--- src/rtl/rv32i_fetch_unit.sv ---
// RV32I instruction fetch stage: owns the fetch PC, captures words from a combinational
// instruction memory, and buffers {pc, instr} pairs in an in-order queue for decode.
module rv32i_fetch_unit #(
    parameter logic [31:0] RESET_PC    = 32'h0000_0000,
    parameter int          QUEUE_DEPTH = 2
) (
    input  logic                           clk,
    input  logic                           rst,
    output logic [31:0]                    imem_addr,
    input  logic [31:0]                    imem_instr,
    input  logic                           fetch_en,
    input  logic                           redirect_valid,
    input  logic [31:0]                    redirect_pc,
    output logic                           out_valid,
    input  logic                           out_ready,
    output logic [31:0]                    out_instr,
    output logic [31:0]                    out_pc,
    output logic                           redirect_misaligned,
    output logic [$clog2(QUEUE_DEPTH):0]   queue_count
);

    localparam int PW = $clog2(QUEUE_DEPTH);
    localparam int CW = PW + 1;

    logic [31:0]   r_fetch_pc;
    logic [31:0]   r_q_pc    [QUEUE_DEPTH];
    logic [31:0]   r_q_instr [QUEUE_DEPTH];
    logic [PW-1:0] r_rd_ptr;
    logic [PW-1:0] r_wr_ptr;
    logic [CW-1:0] r_count;
    logic          r_misaligned;

    logic          w_pop;
    logic          w_push;
    logic          w_not_full;

    // Decode handshake: the head transfers on a cycle where out_valid and out_ready are both
    // high at the rising edge; a redirect in that same cycle cancels the transfer.
    assign w_not_full = (r_count < CW'(QUEUE_DEPTH));
    assign w_pop      = out_valid & out_ready & ~redirect_valid;
    assign w_push     = fetch_en & ~redirect_valid & (w_not_full | w_pop);

    always_ff @(posedge clk) begin
        if (rst) begin
            r_fetch_pc   <= RESET_PC;
            r_rd_ptr     <= '0;
            r_wr_ptr     <= '0;
            r_count      <= '0;
            r_misaligned <= 1'b0;
        end else if (redirect_valid) begin
            r_fetch_pc   <= {redirect_pc[31:2], 2'b00};
            r_rd_ptr     <= '0;
            r_wr_ptr     <= '0;
            r_count      <= '0;
            r_misaligned <= |redirect_pc[1:0];
        end else begin
            r_misaligned <= 1'b0;
            if (w_push) begin
                r_fetch_pc <= r_fetch_pc + 32'd4;
                r_wr_ptr   <= r_wr_ptr + PW'(1);
            end
            if (w_pop) begin
                r_rd_ptr <= r_rd_ptr + PW'(1);
            end
            case ({w_push, w_pop})
                2'b10:   r_count <= r_count + CW'(1);
                2'b01:   r_count <= r_count - CW'(1);
                default: r_count <= r_count;
            endcase
        end
    end

    // Payload storage needs no reset: occupancy alone decides what is valid.
    always_ff @(posedge clk) begin
        if (!rst && w_push) begin
            r_q_pc[r_wr_ptr]    <= r_fetch_pc;
            r_q_instr[r_wr_ptr] <= imem_instr;
        end
    end

    assign imem_addr           = r_fetch_pc;
    assign out_valid           = (r_count != '0);
    assign out_pc              = r_q_pc[r_rd_ptr];
    assign out_instr           = r_q_instr[r_rd_ptr];
    assign redirect_misaligned = r_misaligned;
    assign queue_count         = r_count;

endmodule

--- config.mk ---
export PLATFORM = sky130hd
export DESIGN_NAME = rv32i_fetch_unit
export DESIGN_NICKNAME = d
export VERILOG_FILES = /design/src/rtl/rv32i_fetch_unit.sv
export SDC_FILE = /design/constraint.sdc
export NUM_CORES = 1
export LEC_CHECK = 0
export BUFFER_PORTS_ARGS = -buffer_cell sky130_fd_sc_hd__buf_2
export CAP_MARGIN = 25
export CORE_ASPECT_RATIO = 0.8
export CORE_MARGIN = 5
export CORE_UTILIZATION = 30
export CTS_CLUSTER_SIZE = 16
export DETAILED_ROUTE_END_ITERATION = 8
export GPL_TIMING_DRIVEN = 1
export PLACE_DENSITY = 0.52
export SETUP_SLACK_MARGIN = 0.1
export SYNTH_ARGS = -nofsm -noshare
export SYNTH_HDL_FRONTEND = slang
export SYNTH_SLANG_ARGS = --single-unit
--- constraint.sdc ---
create_clock -name clk -period 11.1 [get_ports clk]
set_clock_uncertainty 0.05 [all_clocks]
set_input_delay 2.22 -clock clk [delete_from_list [all_inputs] [get_ports clk]]
set_output_delay 2.22 -clock clk [all_outputs]
set_load 0.02 [all_outputs]
Yosys cells after proc, flatten, opt, wreduce, memory -nomap -nowiden
Memories as Yosys holds them, arrays and structs flattened. A register that Yosys moved wholly into a read port is not among the register bits.
Cells that the tools add are included.
Word-level totals
  bits of input ports: 69
  flip-flop bits (word level): 37
  output and inout bits: 100
  logic and storage cells: 39
  memories kept: 2
  bits in writable memories: 128
Memories
  r_q_instr: depth 2, bits a word 32, rd ports 1, clocked after Yosys merged registers in 1, write ports 1, RTL line 27  | logic [31:0] r_q_instr [QUEUE_DEPTH];
  r_q_pc: depth 2, bits a word 32, rd ports 1, clocked after Yosys merged registers in 1, write ports 1, RTL line 26  | logic [31:0] r_q_pc [QUEUE_DEPTH];
Operators by class
  bitwise operators: 6
  $lt $le $gt $ge: 1
  eq/ne operators: 2
  mux-type cells: 9
  add/sub/neg operators: 5
  reductions and logical operators: 8
Operators by type and width (number)
  32-bit two-way mux: 2
  32-bit by 3-bit adder with 32-bit output, second input constant: 1
  1-bit two-way mux: 6
  2-bit nonzero test: 3
  2-bit OR reduction: 3
  1-bit AND: 4
  2-bit case mux with 2 select lines: 1
  1-bit adder, second input constant: 2
  2-bit by 1-bit adder with 2-bit output, second input constant: 1
  2-bit by 1-bit equality test with 1-bit output, second input constant: 1
  2-bit equality test, second input constant: 1
  2-bit less-than comparator, second input constant: 1
  2-bit by 1-bit subtractor with 2-bit output, second input constant: 1
  1-bit logical AND: 1
  1-bit logical NOT: 1
  1-bit inverter: 1
  1-bit bitwise OR: 1

Depth between registers and ports, before layout
Gate-level depths: netlist of run 1.
  depth in word-level cells: 8
  depth in mapped cells: 7
  depth with buffers taken out: 7

Least setup slack after synthesis of run 1
No wires, ideal clock.
  kind: input -> register
  start: input redirect_valid
  end: memory r_q_instr[0][0], enable pin
  setup time: 0.558 ns
  path slack: 3.363 ns
  cell stages on the path: 4
  buffers on the path: 2
  data required time: 10.492 ns
  arrival: 7.129 ns
  path through: clkbuf_1 -> or2_2 -> clkbuf_1 -> nor3_1
Between the ends
  cells in the longest elaborated chain, start to end: 7
  elaborated cells on any way between the ends: 8
  those cells by class: mux: 2; bitwise: 5; reduce/logical: 1
RTL lines
  from (decl): RTL line 12  | input logic redirect_valid,
  1-bit inverter (no source line) (*)
  1-bit AND: RTL line 40  | assign w_pop = out_valid & out_ready & ~redirect_valid;
  1-bit bitwise OR: RTL line 41  | assign w_push = fetch_en & ~redirect_valid & (w_not_full | w_pop);
  1-bit AND (*): RTL line 41
  1-bit logical AND (*): RTL line 75  | if (!rst && w_push) begin
  1-bit two-way mux (*): RTL line 75
  1-bit two-way mux (implied by the code) (*): RTL line 77  | r_q_instr[r_wr_ptr] <= imem_instr;
  to (decl): RTL line 27
Mark *: on every way between the ends. The rest lies on a longest branch, timed or not.

==> flow_summary.ini, run 1 <==
[run_status]
status = finished, final reports clean

[logic_synthesis]
ys.flop_type = edfxtp_1
async_reset_ff_share_pct = 0
yosys.area.top_type_share_pct = 57.57
ys.warnings.count = 0
synthCells = 430
avgSynthCellArea_um2 = 15.04
yosys-top-cells-area = edfxtp_1, dfxtp_1, mux2_2, a211oi_1, nor2_1
ys_ff_latch = 160
synth_top_cell_by_area = edfxtp_1
synth_cell_type_count = 43
synth_edf_count = 124
ys_seq_area_share_pct = 68.72
synth_area_um2 = 6467

[placement]
placed_cells = 852
port-buffer-count = 164
hpwl_um = 11250
gp_congestion = 0.7633

[drt]
drc = 0
dr.pass1.iters = 5
vias = 4171
drt_iter0_drc = 215
vias_per_cell = 4.718
wl_per_cell_um = 18.31
wirelength_um = 16190
drtAntennaViolNets = 0

[global_route]
grt_pass1_vias = 4263
track_usage_pct = 13.21
grt_pass1_wl_um = 24690
grt_start_max_net_pins = 63
gr-total-overflow = 0
antenna_found_initial = 0

[clock_network]
cts_resized = 0
cts_made_buffers = 17
clock_path_buffers = 2
cts.sinks = 160
clk_latency_ps = 420
cts_hold_buffers = 0
clk_pin_slew_ps = 60
htreeDepth = 4
cts_tree = done
root_buffer = clkbuf_16
cts_setup_buffers = 0

[power]
vdd_ir_drop_max_uv = 84.17
powerDensity_nw_per_um2 = 164.5
fin_total_pwr_w = 0.001341
p_leak_nw = 3.019

[sta]
fmax_mhz = 235.7
final_hold_viol_count = 0
tightest_slew_ps = 856.1
final_max_slew_viol_count = 0
maxSlewHeadroom_pct = 42.93
min_period_over_period_pct = 38.23
holdWs_ps = 453.1
fin_tns_setup_ps = 0
post-route-min-period_ps = 4243
setup_violations = 0
rsz0062_at_grt = no

[hold_path]
hold_class = reg -> reg

[final_layout]
insertedDiodeCount = 0
drive_gt1_share_pct = 44.83
final_common_cell = buf_2
area_delta_synth_final_pct = 26.04
multi_input_area_um2 = 1916
layout.nets = 667
nFillCells = 2045
layout_common_cells = buf_2, edfxtp_1, mux2_2
seqCellArea_um2 = 4448
fin_cells = 884
fin_util_pct = 38.13

[setup_path]
r2r_slack_ps = 8840
critPathMaxStageDelay_ps = 910
startpoint_type = flop
endpoint = out_instr[14]
worstSetupPathType = reg -> out
arrival_ps = 1970
crit_chain = mux2_2, buf_2
cp_slowest_cell = dfxtp_4
r2r_cells = 5
cp_max_fo = 62
worstSetupEndpointType = primary output
r2r_end = imem_addr[28]
required_ps = 8830
r2r_start = imem_addr[3]

[die]
dieArea_um2 = 24610
row_count = 48
ios = 169
core_area_um2 = 21380
die-width_um = 174.2
die_h_um = 141.3
initial_core_util_pct = 30.25

[job]
max-cap-violations = 0
-- cell families (layout without fill, tap and decap cells) --
logic type	count (synthesis)	in the layout	share of synthesized area, %
other	1	4	0.05798
XOR/XNOR	26	26	3.521
AND/OR/NAND/NOR	108	108	9.828
buffers and inverters	30	206	1.992
multiplexers	62	62	10.80
AO/OA/AOI/OAI	41	41	4.701
adder cells (fa/ha/maj)	2	2	0.3869
flip-flops	160	160	68.72
-- layer usage --
metal	GRT usage (%)	routed length (um)
met4	3.499	166
met1	17.38	7362
met2	20.71	7415
met5	0	0
met3	4.981	1245
-- worst max-delay path: cells and delay by family (launching register included) --
family | cells | cell delay (ps)
buffers and inverters | 1 | 170
multiplexers | 1 | 440
flip-flops | 1 | 910
-- cell type report --
type                            instances  area share [%]
Clock inverter                         13           1.688
Sequential cell                       160           54.57
Tap cell                              275           4.221
Inverter                                6          0.2763
Multi-Input combinational cell        243           23.50
Timing Repair Buffer                  168           10.44
Clock buffer                           19           5.311
-- worst min-delay path by stage --
stage / endpoint / cells past startpoint / startpoint / slack (ps)
6_report: r_rd_ptr / 2 / r_rd_ptr / 450
5_1_grt: r_rd_ptr / 2 / r_rd_ptr / 490
4_1_cts: r_rd_ptr / 2 / r_rd_ptr / 460
3_5_place_dp: flop / 2 / r_rd_ptr / 440
3_3_place_gp: r_rd_ptr / 2 / r_rd_ptr / 440
2_1_floorplan: flop / 2 / r_rd_ptr / 420
-- where the power goes --
part	internal, W	switching (W)
Clock	0.000331	0.000233
Combinational	0.0000357	0.0000573
Sequential	0.000664	0.0000199
Total	0.00103	0.000311
-- metrics by stage --
step                area (um2)  setup slack [ps]
global placement          7581              6981
CTS                       8152              6796
detailed placement        7581              6958
floorplan                 6479              3363
global route              8152              6730
finish                    8152              6857
-- synth_stat cells (3+ instances only) --
library cell    n
inv_1           4
buf_1           4
nor4_2          3
nand4_1        12
a31oi_1         3
and4_1          6
buf_4           4
a311oi_1        4
edfxtp_1      124
or3_1           5
mux2_2         62
a211oi_1       20
xnor2_1        13
nand3_1         8
nor3_1          6
and3_1          6
o21bai_1        3
nor2_1         31
dfxtp_1        36
xor2_1         13
o21ai_0         5
clkbuf_1       15
nand2_1        18
-- sequential cells by signal, indices dropped and copies added (netlist names), named ones only --
name	flops
r_q_instr	64
redirect_misaligned	1
queue_count	2
r_q_pc	60
r_wr_ptr	1
imem_addr	30
r_rd_ptr	1
(Power assumes the default switching activity.)
==> run 2: changes to the inputs <==
Settings changed: PLACE_DENSITY 0.52 to 0.54.
Clock period 11.1 ns to 3.7 ns, I/O delays scaled along.
==> run 2 against run 1 <==
Core utilization up 0.35 points; global-route usage is 0.069 points lower; cell count did not move; register-to-register slack got worse by 7400 ps; power grew to 3.1 times the previous value; sequential share of layout area down 0.50 points; combinational power grew to 3.0 times the previous value; sequential power grew to 3.0 times the previous value; largest cell class unchanged; flip-flop and latch count unchanged; worst hold slack better by 0.92 ps.
==> flow_summary.ini, run 2 (synthesis results as in run 1) <==
[drt]
wirelength_um = 15950
wl_per_cell_um = 18.05
drtAntennaViolNets = 0
vias_per_cell = 4.628
drt_iter0_drc = 237
vias = 4091
drc = 0
dr.pass1.iters = 4

[final_layout]
nFillCells = 2047
layout_common_cells = buf_2, edfxtp_1, mux2_2
layout.nets = 667
area_delta_synth_final_pct = 27.20
final_area_um2 = 8227
insertedDiodeCount = 0
top_register = r_q_instr
largest_reg_flops = 64
final_common_cell = buf_2
drive_gt1_share_pct = 45.32

[global_route]
grt_pass1_vias = 4290
gr-total-overflow = 0
track_usage_pct = 13.14
grt_pass1_wl_um = 24760
grt_start_max_net_pins = 63
antenna_found_initial = 0

[sta]
fmax_mhz = 358.3
maxSlewHeadroom_pct = 40.68
setup_violations = 0
post-route-min-period_ps = 2791
tightest_slew_ps = 889.8
final_hold_viol_count = 0
final_max_slew_viol_count = 0
holdWs_ps = 454.0
rsz0062_at_grt = no
min_period_over_period_pct = 75.44

[die]
die-width_um = 174.2
row_count = 48
dieArea_um2 = 24610
die_h_um = 141.3
initial_core_util_pct = 30.25
core_area_um2 = 21380
ios = 169

[setup_path]
arrival_ps = 2000
worstSetupPathType = reg -> out
required_ps = 2910
worstSetupEndpointType = primary output
cp_max_fo = 62
startpoint_type = flop

[placement]
port-buffer-count = 164
placed_cell_area_um2 = 7619
gp_congestion = 0.7397
hpwl_um = 10800

[clock_network]
clock_path_buffers = 2
cts_resized = 0
clk_pin_slew_ps = 70
cts.sinks = 160
cts_setup_buffers = 0
clk_latency_ps = 420
cts_made_buffers = 17
cts_hold_buffers = 0
root_buffer = clkbuf_16
cts_tree = done
htreeDepth = 4

[job]
max-cap-violations = 0

[hold_path]
hold_class = in -> reg

[power]
fin_total_pwr_w = 0.004137
vdd_ir_drop_max_uv = 269.5
powerDensity_nw_per_um2 = 502.9
p_leak_nw = 3.057

[run_status]
status = finished, final reports clean
run 2: final timing paths:
| check | cells past startpoint | slack (ps) | end | startpoint |
|---|---|---|---|---|
| min reg2reg | 2 | 470 | queue_count[1] | queue_count[1] |
| max | 2 | 910 | out_instr[31] | flop |
| min | 1 | 450 | r_q_instr[1][5] | imem_instr[5] |
| max reg2reg | 4 | 1490 | imem_addr[12] | imem_addr[2] |
run 2: worst max-delay path, stage by stage (launching register included):
cell     delay [ps]
dfxtp_4         910
mux2_2          430
buf_2           160
run 2: per-layer routing:
layer	track usage, %	vias to the layer above	part of all wire (%)
li1	-	1965	-
met1	17.18	1982	46
met2	20.67	132	46
met3	4.449	12	6.5
met4	4.373	0	1.2
met5	0	-	0
run 2: through the flow:
stage | cells | setup TNS (ps) | utilization [%] | setup slack [ps]
6_report | 884 | 0 | 38.48 | 908.7
3_3_place_gp | 852 | 0 | 35.63 | 1228
5_1_grt | 884 | 0 | 38.48 | 790.2
4_1_cts | 884 | 0 | 38.48 | 833.5
3_5_place_dp | 852 | 0 | 35.63 | 1149
2_1_floorplan | 433 | -83070 | - | -669.9
run 2: where the power goes:
| part | switching (W) | total, W | internal, W | leakage, nW |
|---|---|---|---|---|
| registers | 0.0000581 | 0.00205 | 0.00199 | 1.45 |
| logic | 0.000171 | 0.000280 | 0.000109 | 1.32 |
| clock network | 0.000734 | 0.00181 | 0.00107 | 0.295 |
| total | 0.000963 | 0.00414 | 0.00317 | 3.06 |
run 2: final cells by class:
type                    count  area [um2]  area share [%]
clock buffers              18       429.2           5.217
clock inverters            14       178.9           2.175
inverters                   6       22.52          0.2738
multi-input cells         243        1928           23.44
flip-flops and latches    160        4448           54.07
well taps                 275       344.1           4.183
repair buffers            168       875.8           10.65
==> run 3: changes to the inputs <==
Settings changed: PLACE_DENSITY 0.54 to 0.52.
Clock period 3.7 ns to 2.62 ns, I/O delays scaled along.
==> run 3 against run 2 <==
Non-clock buffer count up 4; cell area up 0.43%; largest power group unchanged; largest cell class unchanged; critical endpoint is now out_instr[26]; core utilization up 0.16 points.
==> flow_summary.ini, run 3 (synthesis results as in run 1) <==
[clock_network]
clk_latency_ps = 420
cts_made_buffers = 17
cts_setup_buffers = 0
clk_pin_slew_ps = 70
cts.sinks = 160
clock_path_buffers = 2
htreeDepth = 4
cts_tree = done
cts_resized = 0
root_buffer = clkbuf_16
cts_hold_buffers = 0

[setup_path]
cp_slowest_cell = mux2_2
r2r_slack_ps = 550
cpLargestDelayFamily = buffers and inverters
arrival_ps = 1700
worstSetupPathType = reg -> out
required_ps = 2050
cp_max_fo = 62
startpoint_type = flop
crit_chain = buf_12, mux2_2, buf_2
worstSetupEndpointType = primary output
critPathMaxStageDelay_ps = 400
crit_buf_inv = 2

[sta]
setup_violations = 0
tightest_slew_ps = 528.5
fin_tns_setup_ps = 0
final_max_slew_viol_count = 0
maxSlewHeadroom_pct = 64.77
fmax_mhz = 440.2
min_period_over_period_pct = 86.70
post-route-min-period_ps = 2272
rsz0062_at_grt = no
final_hold_viol_count = 0

[final_layout]
largest_reg_flops = 64
final_common_cell = buf_2
drive_gt1_share_pct = 45.92
layout_common_cells = buf_2, edfxtp_1, mux2_2
fin_cells = 888
layout.nets = 671
final_area_um2 = 8262
top_register = r_q_instr
fin_util_pct = 38.64
area_delta_synth_final_pct = 27.74
nFillCells = 2067

[die]
die-width_um = 174.2
initial_core_util_pct = 30.25
die_h_um = 141.3
core_area_um2 = 21380
row_count = 48
dieArea_um2 = 24610
ios = 169

[drt]
drt_iter0_drc = 302
vias_per_cell = 4.643
drtAntennaViolNets = 0
dr.pass1.iters = 4
drc = 0
vias = 4123
wirelength_um = 16030
wl_per_cell_um = 18.05

[job]
max-cap-violations = 0

[placement]
placed_cells = 856
hpwl_um = 11050
port-buffer-count = 164
gp_congestion = 0.7560
placed_cell_area_um2 = 7664

[global_route]
grt_pass1_wl_um = 24920
track_usage_pct = 13.23
antenna_found_initial = 0
grt_start_max_net_pins = 63
grt_pass1_vias = 4312
gr-total-overflow = 0

[run_status]
status = finished, final reports clean

[hold_path]
hold_class = in -> reg

[power]
pwr-share-seq_pct = 50.0
pwr-share-clk_pct = 43.1
p_leak_nw = 3.075
p_int_w = 0.004400
vdd_ir_drop_max_uv = 389.2
power_switching_w = 0.001379
swShare_pct = 23.86
comb_power_share_pct = 7.0
powerDensity_nw_per_um2 = 699.6
## run 3: worst paths after layout
path                                     from               to  cells past startpoint
worst min-delay path            imem_instr[3]  r_q_instr[1][3]                      1
worst min register to register       r_rd_ptr             flop                      2
worst max register to register   imem_addr[5]    imem_addr[21]                      5
worst max-delay path                     flop    out_instr[26]                      3
## run 3: final cells by class
cell class                      count  area, um2  share of cell area, %
Sequential cell                   160       4448                  53.84
Multi-Input combinational cell    243       1931                  23.37
Timing Repair Buffer              172      918.4                  11.12
Clock buffer                       17      425.4                  5.149
Tap cell                          275      344.1                  4.165
Clock inverter                     14      170.2                  2.060
Inverter                            6      22.52                 0.2726
Antenna cell                        1      2.502                0.03029
## run 3: worst register-to-register path, delay by kind of cell, from the launching register on
| kind | cells | cell delay, ps |
|---|---|---|
| AOI/OAI and AO/OA | 2 | 440 |
| DFF | 1 | 470 |
| and+or+nand+nor | 3 | 1000 |
## run 3: layer usage
metal | global-route usage, % | up-vias | share of wire [%]
met5 | 0 | - | 0
met3 | 4.076 | 19 | 5.9
met2 | 20.69 | 132 | 46
met1 | 17.99 | 1996 | 47
li1 | - | 1976 | -
met4 | 3.623 | 0 | 1.0
## run 3: power groups by stage
stage,Clock (W),Combinational [W],Sequential [W]
after detailed placement,0,0.000409,0.00295
after global placement,0,0.000402,0.00294
after floorplan,0,0.000203,0.00296
final,0.00249,0.000402,0.00289
after global routing,0.00269,0.000439,0.00290
after CTS,0.00257,0.000411,0.00289
## run 3: per-stage QoR
step	setup WS (ps)	power (W)	hold slack [ps]
floorplan	-432.0	0.003164	422.5
global placement	403.9	0.003342	439.4
finish	348.4	0.005780	235.6
global route	267.1	0.006027	211.2
detailed placement	359.1	0.003354	455.1
CTS	321.4	0.005869	210.0
